**config.mk**
```make
export PLATFORM = sky130hd
export DESIGN_NAME = request_queue
export DESIGN_NICKNAME = d
export VERILOG_FILES = /design/src/rtl/global_defs.sv /design/src/rtl/request_queue.sv
export SDC_FILE = /design/constraint.sdc
export NUM_CORES = 2
export LEC_CHECK = 0
export BUFFER_PORTS_ARGS = -buffer_cell sky130_fd_sc_hd__clkbuf_2
export CAP_MARGIN = 30
export CORE_MARGIN = 2
export CORE_UTILIZATION = 30
export DETAILED_ROUTE_END_ITERATION = 16
export SLEW_MARGIN = 20
export SYNTH_ARGS = -nofsm -noshare
export SYNTH_HDL_FRONTEND = slang
export SYNTH_SLANG_ARGS = --single-unit
export TNS_END_PERCENT = 100
```
**constraint.sdc**
```tcl
create_clock -name CPU_clock -period 5.35 [get_ports CPU_clock]
set_clock_uncertainty 0.2 [all_clocks]
set_input_delay 1.07 -clock CPU_clock [delete_from_list [all_inputs] [get_ports CPU_clock]]
set_output_delay 1.07 -clock CPU_clock [all_outputs]
set_load 0.005 [all_outputs]
```
**src/rtl/global_defs.sv**
```systemverilog
// global_defs: shared request-queue constants, opcode enum and the parser request record.
package global_defs;
    localparam int DEPTH  = 16;
    localparam int ADDR_W = 33;
    localparam int TIME_W = 64;
    localparam int CNT_W  = $clog2(DEPTH + 1);
    localparam int PTR_W  = $clog2(DEPTH);

    typedef enum logic [1:0] {
        READ   = 2'd0,
        WRITE  = 2'd1,
        IFETCH = 2'd2
    } opcode_e;

    typedef struct packed {
        logic [TIME_W-1:0] CPU_clock_count;
        logic [1:0]        opcode;
        logic [ADDR_W-1:0] address;
        logic              op_ready_s;
    } parser_out_struct;
endpackage

```
**src/rtl/request_queue.sv**
```systemverilog
// request_queue: bounded in-order show-ahead queue between trace parser and DRAM scheduler.
module request_queue
    import global_defs::*;
(
    input  logic             CPU_clock,
    input  logic             rst_n,
    input  parser_out_struct fifo_input,
    input  logic             exit_flag,
    output parser_out_struct fifo_output,
    output logic             full,
    output logic             empty,
    output logic             insert_flag,
    output logic [CNT_W-1:0] count
);
    parser_out_struct mem [DEPTH];
    logic [PTR_W-1:0] head, tail;
    logic push, pop;

    function automatic logic [PTR_W-1:0] inc_ptr(input logic [PTR_W-1:0] p);
        return (p == PTR_W'(DEPTH - 1)) ? '0 : p + 1'b1;
    endfunction

    assign full        = count == CNT_W'(DEPTH);
    assign empty       = count == '0;
    assign pop         = exit_flag && !empty;
    assign push        = fifo_input.op_ready_s && (!full || pop);
    assign fifo_output = empty ? '0 : mem[head];

    always_ff @(posedge CPU_clock or negedge rst_n) begin
        if (!rst_n) begin
            head        <= '0;
            tail        <= '0;
            count       <= '0;
            insert_flag <= 1'b0;
            for (int i = 0; i < DEPTH; i++) mem[i] <= '0;
        end else begin
            insert_flag <= push;
            if (push) begin
                mem[tail]            <= fifo_input;
                mem[tail].op_ready_s <= 1'b1;
                tail                 <= inc_ptr(tail);
            end
            if (pop) head <= inc_ptr(head);
            if (push && !pop) count <= count + 1'b1;
            else if (pop && !push) count <= count - 1'b1;
        end
    end

`ifdef QUEUE_DEBUG_EN
    function automatic string dump_q();
        string s;
        logic [PTR_W-1:0] p;
        s = "";
        p = head;
        for (int i = 0; i < DEPTH; i++) begin
            if (i < int'(count)) begin
                s = {s, $sformatf(" [t=%0h op=%0h a=%0h]", mem[p].CPU_clock_count, mem[p].opcode, mem[p].address)};
                p = inc_ptr(p);
            end
        end
        return s;
    endfunction

    string ev;
    always @(posedge CPU_clock) begin
        ev = {push ? " PUSH" : "", pop ? " POP" : ""};
        $strobe("%0t count=%0d%s%s", $time, count, ev, dump_q());
    end
`endif
endmodule

```
==> results.md <==
- CTS Hold Bufs: 0
- CTS H-tree depth: 4
- Fin cells: 8214
- Syn_nets: 4746
- I/O pin cnt: 211
- Setup TNS: 0 ns
- Total Routing Usage GR: 0.1561
- Synth warnings: 0
- Max FO, Critical Path: 82
- Routability cong.: 0.7372
- Unrepaired setup endpoints after global routing: no
- Vias in the first global route: 44720
- Reg2reg path depth: 8
- Hold_ws: 0.1044 ns
- Seq cells post-synth: 1614
- Setup crit start kind: flop
- Core Area: 253200 um2
- Initial antenna violation count: 33
- Max Fclk: 0.2054 GHz
- Final global-route overflow total: 0
- Fin crit period: 4.869 ns
- Largest net degree at the start of global routing: 130
- Final setup viols: 0
- Cell area after synthesis: 76200 um2
- R2R setup slack: 1.57 ns
- Flop pwr share: 0.374
- Via count: 40790
- Slowest CP cell: dfrtp_4
- Most frequent cell after synthesis: dfrtp_1
- HPWL Detailed: 112000 um
- Setup repair bufs after CTS: 0
- First-pass GRT wire length: 304600 um
- Iteration-0 DRC Markers: 2602
- Netlist cell types: 42
- Leakage: 37.59 nW
- Status: finished, final reports clean
- Clk network pwr share: 0.213
- Critical path arrival: 3.60 ns
- Die Y: 508.0 um
- Int Pwr: 39.08 mW
- Design Power: 57.21 mW
- Seq/Total Area, Yosys: 0.5300
- PortBufs: 210
- Max VDD drop: 0.5837 mV
- Synth top cells by count: dfrtp_1, mux2_2, mux2_4, mux4_2, nand2_1
- DP Area: 80640 um2
- Die Footprint: 258000 um2
- Switching part of the total: 0.3168
- Pins Over Slew Limit: 0
- Die width: 508.0 um
- Clock Tree Root: clkbuf_16
- Period utilization: 0.9100
- Slew @ Worst Pin: 0.9919 ns
- Area Overhead vs Synth: 13.51%
- Final Hold Vio Count: 0
- Number of flops mapped to enable cells by yosys: 0
- Cell taking the most area after synthesis: dfrtp_1
- Drt wl/cell: 24.36 um
- Drt drc: 0
- CTS sink cnt: 1614
- Fin nets: 4813
- Power Density: 661.4 nW/um2
- Endpoint type of the worst setup path: primary output
- Clock latency on the worst-skew pair: 0.82 ns
- Worst min path class: input port to async pin
- Share of the core filled with cells: 0.3415
- Max incr delay on CP: 1.02 ns
- Kind of critical path: flop to primary output
- Post-CTS sizing: 0
- Post-Syn Instances: 4633
- Synth area leaders: dfrtp_1, mux2_4, mux4_2, mux2_2, nand2_1
- Crit-path cells: buf_12 > mux4_2 > nand2_1 > nand2_1 > a221o_1 > clkbuf_2
- Fin area: 86490 um2
- Fraction of layout cells with a size suffix above 1: 0.5386
- Initial Util: 0.3009
- Delay-heaviest family, CP: flip-flops
- CTS tree: built
- Worst path most repeated cell: nand2_1
- Setup ws final: 0.4813 ns
- Worst-path clk slew: 0.06 ns
- Asr flop ratio synth: 1.000
- Drt pass-1 iters: 5
- Critical path buffer and inverter count: 2
- Setup WS pre-CTS: 1.319 ns
- Worst reg2reg endpoint: count[4]
- FF-to-FF Start: count[1]
- Top FF cell, synth: dfrtp_1
- Relative slew slack: 0.3387
- Vias/cell: 4.966
- NetSw: 18.13 mW
- Synth top area share: 0.5300
- Row count: 185
- Maximum root-to-sink buffer count: 3
- Post-route ant nets: 0
- Mapped Avg Cell Area: 16.45 um2
- Comb power frac: 0.413
- WP data required: 4.08 ns
- CTS Buf Count: 172
- Max Cap Viol: 0
- Placed cell count: 7891
- Aggregate routed wire length: 200100 um
## registers in the layout, indices dropped and copies added (netlist names)
signal,count
count,5
head,4
insert_flag,1
mem,1600
tail,4
## cells in the final DEF, fill, tap and decap left out, types with 11 or more instances in the layout
cell       Yosys  layout
clkbuf_1     194      50
nor2b_1       99      99
a221o_1       99      99
dfrtp_1     1614    1611
clkinv_2       0      20
nand2_1      308     308
mux4_2       399     399
mux2_2       796     796
clkbuf_16      0     175
buf_4          1      49
buf_12         1      56
clkbuf_2       0     209
clkbuf_8       0      41
mux2_4       792     792
diode_2        0      11
or2_2         17      17
## worst reg2reg max path, stage by stage, from the launching register on
cell and delay, ns:
dfrtp_1 0.44, or3_1 0.53, o31ai_1 0.72, ha_1 0.36, inv_1 0.16, fa_1 0.44
a21o_1 0.21, a2111oi_0 0.43, o31ai_1 0.16
## worst max-delay path by stage
stage / startpoint / to / slack, ns / cells after the start
after CTS: head[1] / fifo_output[92] / 0.41 / 6
after global routing: head[1] / fifo_output[92] / 0.33 / 6
after detailed placement: exit_flag / mem[323] / 1.32 / 7
after floorplan: head[0] / fifo_output[10] / 1.98 / 5
after global placement: head[1] / fifo_output[43] / 1.31 / 6
final: head[1] / fifo_output[41] / 0.48 / 6
## per-layer routing
metal | GRT usage | wire length (um)
met4 | 0.04096 | 4550
met3 | 0.03999 | 12690
met1 | 0.2263 | 94490
met5 | 0 | 240
met2 | 0.2309 | 88080
## power by group through the flow
stage	combinational, mW	sequential [mW]	clock (mW)
3_5_place_dp	23.9	21.5	0
6_report	23.6	21.4	12.2
5_1_grt	25.3	22.1	13.1
3_3_place_gp	23.6	21.2	0
4_1_cts	24.0	21.4	12.6
2_1_floorplan	17.6	20.3	0
## final cells by class
type | instances | area [um2]
flip-flops and latches | 1614 | 40400
fillers | 24100 | 166700
well taps | 3366 | 4212
clock inverters | 45 | 680.7
clock buffers | 266 | 5131
diodes | 11 | 27.53
inverters | 5 | 23.77
multi-input cells | 2592 | 33470
repair buffers | 315 | 2546
## cells by family (layout without fill, tap and decap cells)
kind of cell               after synthesis  count (layout)  share of synthesized area
adders and majority gates               10              10                   0.001741
AOI/OAI and AO/OA                      118             118                    0.01483
other                                    0              11                          0
xor gates and xnor gates                 5               5                  0.0005748
buffers and inverters                  427             631                    0.03213
and+or+nand+nor                        468             468                    0.02852
muxes                                 1991            1991                     0.3922
DFF                                   1614            1614                     0.5300
Note: power is estimated with default switching activity, not from simulation.
